<file path="src/rtl/multi_dataflow_engine_monitor.sv">
// multi_dataflow_engine_monitor
// Engine-side controller/monitor between the HWPE ctrl FSM and the kernel adapter.
// It issues the kernel start pulse, reports ready/busy/done, and counts accepted
// beats on N_OUT output streams against lengths latched at job start. It also
// flags overruns (sticky) and stall timeouts (sticky ERR state).
// Ports:
//   clk_i, rst_i (async, active-high), clear_i (sync soft clear)
//   start_i, len_i[N_OUT*CNT_W], timeout_i[TO_W]   job request and parameters
//   k_ready_i, k_idle_i, k_done_i                 kernel adapter status
//   out_valid_i[N_OUT], out_ready_i[N_OUT]        output stream handshakes
//   k_start_o, ready_o, busy_o, done_o            control/status flags
//   cnt_o[N_OUT*CNT_W]                            per-stream accepted-beat counters
//   overrun_o, err_o                              sticky error flags
module multi_dataflow_engine_monitor #(
    parameter int unsigned N_OUT = 2,
    parameter int unsigned CNT_W = 16,
    parameter int unsigned TO_W  = 16
) (
    input  logic                   clk_i,
    input  logic                   rst_i,
    input  logic                   clear_i,
    input  logic                   start_i,
    input  logic [N_OUT*CNT_W-1:0] len_i,
    input  logic [TO_W-1:0]        timeout_i,
    input  logic                   k_ready_i,
    input  logic                   k_idle_i,
    input  logic                   k_done_i,
    input  logic [N_OUT-1:0]       out_valid_i,
    input  logic [N_OUT-1:0]       out_ready_i,
    output logic                   k_start_o,
    output logic                   ready_o,
    output logic                   busy_o,
    output logic                   done_o,
    output logic [N_OUT*CNT_W-1:0] cnt_o,
    output logic                   overrun_o,
    output logic                   err_o
);

    typedef enum logic [1:0] {StIdle, StRun, StDone, StErr} state_e;

    state_e                 r_state;
    state_e                 w_state_next;
    logic                   r_ready;
    logic                   r_kstart;
    logic                   r_kdone;
    logic                   r_overrun;
    logic [N_OUT*CNT_W-1:0] r_cnt;
    logic [N_OUT*CNT_W-1:0] r_len;
    logic [N_OUT*CNT_W-1:0] w_cnt_next;
    logic [TO_W-1:0]        r_timeout;
    logic [TO_W-1:0]        r_stall;
    logic [N_OUT-1:0]       w_hs;
    logic                   w_any_hs;
    logic                   w_start;
    logic                   w_all_cnt;
    logic                   w_overrun_hit;
    logic                   w_timeout_hit;

    assign w_hs     = out_valid_i & out_ready_i;
    assign w_any_hs = |w_hs;
    // A start request is only honoured while the registered ready flag is up.
    assign w_start  = (r_state == StIdle) && start_i && r_ready;
    assign w_timeout_hit = (r_timeout != '0) && (r_stall == r_timeout);

    // Per-stream counting: increment below length, otherwise hold and flag overrun.
    always_comb begin
        w_cnt_next    = r_cnt;
        w_overrun_hit = 1'b0;
        w_all_cnt     = 1'b1;
        for (int k = 0; k < int'(N_OUT); k++) begin
            if (r_cnt[k*CNT_W +: CNT_W] != r_len[k*CNT_W +: CNT_W]) begin
                w_all_cnt = 1'b0;
            end
            if (w_hs[k]) begin
                if (r_cnt[k*CNT_W +: CNT_W] < r_len[k*CNT_W +: CNT_W]) begin
                    w_cnt_next[k*CNT_W +: CNT_W] = r_cnt[k*CNT_W +: CNT_W] + CNT_W'(1);
                end else begin
                    w_overrun_hit = 1'b1;
                end
            end
        end
    end

    // Completion is judged on registered state, so it wins over a same-edge timeout.
    always_comb begin
        w_state_next = r_state;
        unique case (r_state)
            StIdle: begin
                if (w_start) w_state_next = StRun;
            end
            StRun: begin
                if (w_all_cnt && r_kdone) begin
                    w_state_next = StDone;
                end else if (w_timeout_hit) begin
                    w_state_next = StErr;
                end
            end
            StDone:  w_state_next = StIdle;
            StErr:   w_state_next = StErr;
            default: w_state_next = StIdle;
        endcase
    end

    always_ff @(posedge clk_i or posedge rst_i) begin
        if (rst_i) begin
            r_state   <= StIdle;
            r_ready   <= 1'b0;
            r_kstart  <= 1'b0;
            r_kdone   <= 1'b0;
            r_overrun <= 1'b0;
            r_cnt     <= '0;
            r_len     <= '0;
            r_timeout <= '0;
            r_stall   <= '0;
        end else if (clear_i) begin
            r_state   <= StIdle;
            r_ready   <= 1'b0;
            r_kstart  <= 1'b0;
            r_kdone   <= 1'b0;
            r_overrun <= 1'b0;
            r_cnt     <= '0;
            r_len     <= '0;
            r_timeout <= '0;
            r_stall   <= '0;
        end else begin
            r_state  <= w_state_next;
            r_ready  <= (r_state == StIdle) && (k_ready_i || k_idle_i);
            r_kstart <= w_start;
            if (w_start) begin
                r_len     <= len_i;
                r_timeout <= timeout_i;
                r_cnt     <= '0;
                r_kdone   <= 1'b0;
                r_stall   <= '0;
            end else if (r_state == StRun) begin
                r_cnt <= w_cnt_next;
                if (w_overrun_hit) r_overrun <= 1'b1;
                if (k_done_i) r_kdone <= 1'b1;
                if (w_any_hs) begin
                    r_stall <= '0;
                end else if (r_stall != '1) begin
                    r_stall <= r_stall + TO_W'(1);
                end
            end
        end
    end

    assign k_start_o = r_kstart;
    assign ready_o   = r_ready;
    assign busy_o    = (r_state == StRun);
    assign done_o    = (r_state == StDone);
    assign err_o     = (r_state == StErr);
    assign cnt_o     = r_cnt;
    assign overrun_o = r_overrun;

endmodule

</file>
<file path="config.mk">
export PLATFORM = sky130hd
export DESIGN_NAME = multi_dataflow_engine_monitor
export DESIGN_NICKNAME = d
export VERILOG_FILES = /design/src/rtl/multi_dataflow_engine_monitor.sv
export SDC_FILE = /design/constraint.sdc
export NUM_CORES = 1
export LEC_CHECK = 0
export CAP_MARGIN = 20
export CORE_MARGIN = 8
export CORE_UTILIZATION = 57
export CTS_CLUSTER_SIZE = 25
export DETAILED_ROUTE_END_ITERATION = 10
export PLACE_DENSITY_LB_ADDON = 0.25
export SLEW_MARGIN = 15
export SYNTH_ARGS = -nofsm -noshare
export SYNTH_HDL_FRONTEND = slang
export SYNTH_SLANG_ARGS = --single-unit
</file>
<file path="constraint.sdc">
create_clock -name clk_i -period 7.3 [get_ports clk_i]
set_clock_uncertainty 0.2 [all_clocks]
set_input_delay 1.46 -clock clk_i [delete_from_list [all_inputs] [get_ports clk_i]]
set_output_delay 1.46 -clock clk_i [all_outputs]
set_load 0.03 [all_outputs]
</file>
Word-level counts from Yosys, hierarchy flattened
Cells that the tools add are included.
{"block": "word_totals", "register_bits": 102, "in_bits": 59, "out_inout_bits": 38, "elab_cells": 88}
{"block": "op_classes", "n_addsub": 3, "magnitude_cmp": 2, "n_eq_ne": 10, "mux": 37, "n_bitwise": 1, "n_reduce_logical": 25}
{"operator": "$mux W16", "count": 11}
{"operator": "$mux W32", "count": 5}
{"operator": "$add A16 B1 Y16 const B", "count": 3}
{"operator": "$lt A16 B16 Y1", "count": 2}
{"operator": "$ne A16 B16 Y1", "count": 2}
{"operator": "$reduce_bool A3 Y1", "count": 6}
{"operator": "$eq A16 B16 Y1", "count": 1}
{"operator": "$mux W1", "count": 16}
{"operator": "$ne A16 B16 Y1 const B", "count": 1}
{"operator": "$reduce_bool A16 Y1", "count": 1}
{"operator": "$reduce_and A3 Y1", "count": 3}
{"operator": "$mux W2", "count": 4}
{"operator": "$pmux W2 S4", "count": 1}
{"operator": "$reduce_and A2 Y1", "count": 3}
{"operator": "$reduce_bool A2 Y1", "count": 3}
{"operator": "$logic_and A1 B1 Y1", "count": 5}
{"operator": "$eq A2 B2 Y1 const B", "count": 2}
{"operator": "$ne A4 B2 Y1 const B", "count": 1}
{"operator": "$reduce_bool A4 Y1", "count": 1}
{"operator": "$ne A3 B3 Y1 const B", "count": 1}
{"operator": "$and A2 B2 Y2", "count": 1}
{"operator": "$eq A2 B1 Y1 const B", "count": 1}
{"operator": "$logic_not A2 Y1", "count": 1}
{"operator": "$ne A2 B2 Y1 const B", "count": 1}
{"operator": "2 further kinds", "count": 2}

Logic depth before layout (Yosys ltp)
{"block": "logic_depth", "depth_word": 9, "depth_mapped": 9, "depth_no_buf": 8}

Worst setup path after synthesis
No wires, ideal clock.
{"block": "synth_path", "path_kind": "input port to flip-flop", "startpoint": "in start_i", "endpoint": "reg r_cnt[19], in the netlist cnt_o[19]", "setup_time_ns": 0.076, "arrival_ns": 3.045, "required_ns": 7.024, "setup_slack_ns": 3.979, "cell_stages": 7, "path_buffers": 1, "path_cell_list": "a21oi_1 > o21ai_1 > nand3_1 > or4_1 > clkbuf_2 > or4_1 > o21ai_1"}
{"block": "synth_between", "elab_chain_len": 4, "word_cells_on_any_way": 8, "cone_classes": "mux: 2; reduce/logical: 6"}
{"element": "from (decl)", "line": "22", "source": "input logic start_i,"}
{"element": "$logic_and A1 B1 Y1 (*) (2 in a row)", "line": "62", "source": "assign w_start = (r_state == StIdle) && start_i && r_ready;"}
{"element": "$reduce_bool A3 Y1 (no source line) / $mux W32 (equally long branches)"}
{"element": "$reduce_and A3 Y1 (no source line) / $mux W32 (equally long branches)"}
{"element": "to (signal assigned)", "line": "136", "source": "r_cnt <= w_cnt_next;"}
{"element": "to (decl)", "line": "47", "source": "logic [N_OUT*CNT_W-1:0] r_cnt;"}
Every way passes the cells marked *; elsewhere a longest branch is shown, timed or not.
A chain may end at the register's enable or synchronous reset.

Worst setup path in the final report
Same ends and word-level chain as after synthesis.

==> flow_summary_export.csv <==
group,metric,value,unit
routing,via_count,4930,
cts,cts_tree,"yes",
timing,timing_max_transition_violations_final,0,
cts,cts.path.max_buffers,2,
die,fp.dieH,115,um
global_route,grt_usage,23.3,%
cts,insertion_delay,0.36,ns
logic_synthesis,ys_types,51,
logic_synthesis,synth_warnings,0,
setup_path,critPathCaptureType,"register",
placed_design,buffer_ports.inserted,96,
global_route,grt_pass1_vias,4975,
die,floorplan.die.width,115,um
global_route,antenna_violations_before_repair,0,
die,rows,36,
cts,cts_setup_buffers,0,
worst_hold_path,holdCritPathClass,"reg -> reg",
setup_path,critical_path.startpoint_type,"input port",
placed_design,gp_routability_congestion,0.889,
setup_path,reg_to_reg_critical_path_startpoint,"cnt_o[29]",
worst_hold_path,timing.hold.worst.start,"r_kdone",
logic_synthesis,synth_ff_type,"sky130_fd_sc_hd__dfrtp_1",
cts,cts-buffers-inserted,9,
run,cap_viol_max_count,0,
timing,rsz0062_at_grt,"false",
logic_synthesis,synthesized_net_count,696,
cts,cts_resized,0,
finish,layout-drive-gt1-share,3.75,%
global_route,grt_start_max_net_pins,65,
finish,post-route-cell-area,6820,sq um
run_status,status,"finished, final reports clean",
cts,cts_root_buffer,"sky130_fd_sc_hd__clkbuf_8",
setup_path,critical_path.cell_chain,"clkdlybuf4s50_1 -> a21oi_1 -> o21ai_1 -> nand3_1 -> or4_1 -> or4_1 -> o21ai_1",
setup_path,cp_startpoint,"start_i",
routing,detail_route.wirelength.met1,6020,um
setup_path,path_class,"in -> reg",
logic_synthesis,postSynthAreaPerCell,9.22,sq um
die,start_util,57.9,%
timing,clock.fmax,262,MHz
finish,area_growth,22.9,%
global_route,grt_overflow_total,0,
logic_synthesis,synth-edff-count,0,
power,static-leakage-power,2.95,nW
finish,final_net_count,783,
power,peakVddDrop,106,uV
setup_path,timing.critical_path.slowest_stage_cell,"sky130_fd_sc_hd__or4_1",
timing,timing.final.crit_share,52.3,%
setup_path,worstPathBufferInverterCount,1,
routing,drcViolationCount,0,
logic_synthesis,synth_sequential_area_ratio,46.0,%
die,core,9590,sq um
finish,n_antenna_cell,0,
routing,dr_wl_met3,891,um
die,ioPinCount,97,
timing,tightestPinTransition,0.999,ns
routing,detailroute.wirelength.met2,7240,um
timing,fin_crit,3.82,ns
routing,highest-signal-layer,"met4",
cts,clock_sinks,102,
timing,slew-limit-headroom,31.7,%
timing,finalSetupTns,0,ns
cts,post_cts_hold_buffer_count,0,
logic_synthesis,post_synth_inst_count,602,
setup_path,worst_path_dominant_cell_family,"simple AND/OR/NAND/NOR gates",
placed_design,detailedPlacementHpwl,10600,um
logic_synthesis,mappedNetlistArea,5550,sq um
setup_path,worst_path_largest_cell_delay,0.60,ns
logic_synthesis,synth_async_sr_flop_share,100,%
routing,drt_first_pass_iters,5,
timing,setup_viol,0,
global_route,grt_pass1_wl,24700,um
routing,drt_iter0_drc,326,
setup_path,critPathMaxFanout,10,
placed_design,placed_cell_area,6600,sq um
logic_synthesis,yosys_register_bits,102,
routing,detail-route-antenna-nets,0,
timing,timing_hold_violations_final,0,
routing,drt-vias-per-instance,5.97,
die,floorplan.die_area,13200,sq um
setup_path,wp_data_required,7.39,ns
routing,route.detailed.wl_per_inst,17.5,um
setup_path,cp_data_arrival_time,3.91,ns
cts,cts.reportedPaths.clkPinSlew,0.09,ns
power,cellPowerDensity,166,nW/um^2
cts,cts_htree_levels,3,
routing,totalWireLength,14400,um
finish,number_of_filler_cells_placed_in_the_layout,780,
-- registers in the layout, summed over array words and instances (netlist names) --
signal	flops
r_stall	16
overrun_o	1
r_len	32
cnt_o	32
ready_o	1
r_kdone	1
r_state	2
k_start_o	1
r_timeout	16
-- final timing paths --
check                           cells past startpoint        end  slack [ns]
min in group asynchronous                           2  r_len[28]        1.25
worst min register to register                      2    r_kdone        0.32
worst max register to register                      7  cnt_o[19]        4.17
max in group asynchronous                           3   cnt_o[4]        4.46
worst min-delay path                                2    r_kdone        0.32
worst max-delay path                                7  cnt_o[19]        3.48
-- Yosys cell counts (all sizes together) (2+ instances only) --
cell type | number | share of area [%]
a21o | 4 | 0.54
a21oi | 40 | 3.6
a22o | 18 | 2.8
a31oi | 3 | 0.34
a41o | 2 | 0.36
and2 | 4 | 0.45
and3 | 11 | 1.2
and4 | 4 | 0.63
buf | 2 | 0.27
clkbuf | 22 | 1.5
dfrtp | 102 | 46
ha | 35 | 7.9
inv | 40 | 2.7
mux2i | 2 | 0.36
nand2 | 73 | 4.9
nand2b | 4 | 0.45
nand3 | 24 | 2.2
nand4 | 15 | 1.7
nor2 | 30 | 2.0
nor2b | 3 | 0.34
nor3 | 11 | 0.99
nor4 | 13 | 1.5
o211ai | 4 | 0.54
o21ai | 54 | 4.9
o31ai | 11 | 1.5
o41ai | 3 | 0.47
or2 | 3 | 0.34
or3 | 10 | 1.1
or4 | 15 | 2.0
xnor2 | 16 | 2.5
xor2 | 8 | 1.3
-- cells by family after synthesis --
kind of cell / count (synthesis) / share of synthesized area (%)
and+or+nand+nor: 224 / 20.6
AOI/OAI and AO/OA: 151 / 16.9
DFF: 102 / 46.0
buffers and inverters: 64 / 4.48
adders and majority gates: 35 / 7.89
xor gates and xnor gates: 24 / 3.79
muxes: 2 / 0.361
-- worst min-delay path, stage by stage, from the launching register on --
cell	delay, ns
sky130_fd_sc_hd__dfrtp_1	0.36
sky130_fd_sc_hd__a21oi_1	0.05
sky130_fd_sc_hd__nor2_1	0.07
-- per-layer routing --
metal	GRT usage, %	vias up
li1	-	2348
met1	29.2	2384
met2	39.2	171
met3	5.17	27
met4	7.18	0
met5	0	-
-- cell type report --
cell class,count,area [sq um],area share (%)
clock inverter,4,55.1,0.807
multi-input combinational,436,2760,40.4
sequential,102,2550,37.4
inverter,40,153,2.24
clock buffer,11,141,2.07
tap,133,166,2.44
timing repair buffer,100,996,14.6
-- power by group --
group	internal [mW]	switching [mW]	total [mW]
clock	0.169	0.196	0.365
sequential	0.581	0.0137	0.595
combinational	0.0696	0.102	0.172
total	0.820	0.312	1.13
-- metrics by stage --
step | total power, mW | worst slack, ns | instances | utilization [%] | hold slack, ns
6_report | 1.13 | 3.48 | 826 | 71.1 | 0.316
5_1_grt | 1.19 | 3.34 | 826 | 71.1 | 0.340
4_1_cts | 1.14 | 3.40 | 824 | 70.8 | 0.315
3_5_place_dp | 0.775 | 3.06 | 809 | 68.8 | 0.291
3_3_place_gp | 0.770 | 3.22 | 809 | 68.8 | 0.281
2_1_floorplan | 0.707 | 2.96 | 602 | - | 0.262
-- placed cells by master (no fill, tap or decap), types with 3 or more instances in the layout --
master	instances
sky130_fd_sc_hd__and4_1	3
sky130_fd_sc_hd__nand4_1	15
sky130_fd_sc_hd__nor2b_1	3
sky130_fd_sc_hd__o31ai_1	10
sky130_fd_sc_hd__and2_1	4
sky130_fd_sc_hd__and3_1	11
sky130_fd_sc_hd__a22o_1	18
sky130_fd_sc_hd__nor4_1	13
sky130_fd_sc_hd__a21oi_1	40
sky130_fd_sc_hd__nor2_1	30
sky130_fd_sc_hd__xnor2_1	16
sky130_fd_sc_hd__nand3_1	24
sky130_fd_sc_hd__dfrtp_1	102
sky130_fd_sc_hd__nand2b_1	4
sky130_fd_sc_hd__or4_1	15
sky130_fd_sc_hd__inv_1	39
sky130_fd_sc_hd__o211ai_1	4
sky130_fd_sc_hd__o21ai_0	52
sky130_fd_sc_hd__or3_1	9
sky130_fd_sc_hd__o41ai_1	3
sky130_fd_sc_hd__a21o_1	4
sky130_fd_sc_hd__nor3_1	11
sky130_fd_sc_hd__a31oi_1	3
sky130_fd_sc_hd__clkdlybuf4s50_1	96
sky130_fd_sc_hd__clkbuf_8	10
sky130_fd_sc_hd__xor2_1	8
sky130_fd_sc_hd__nand2_1	73
sky130_fd_sc_hd__or2_2	3
sky130_fd_sc_hd__ha_1	35
Power figures use the tool's default switching activity.
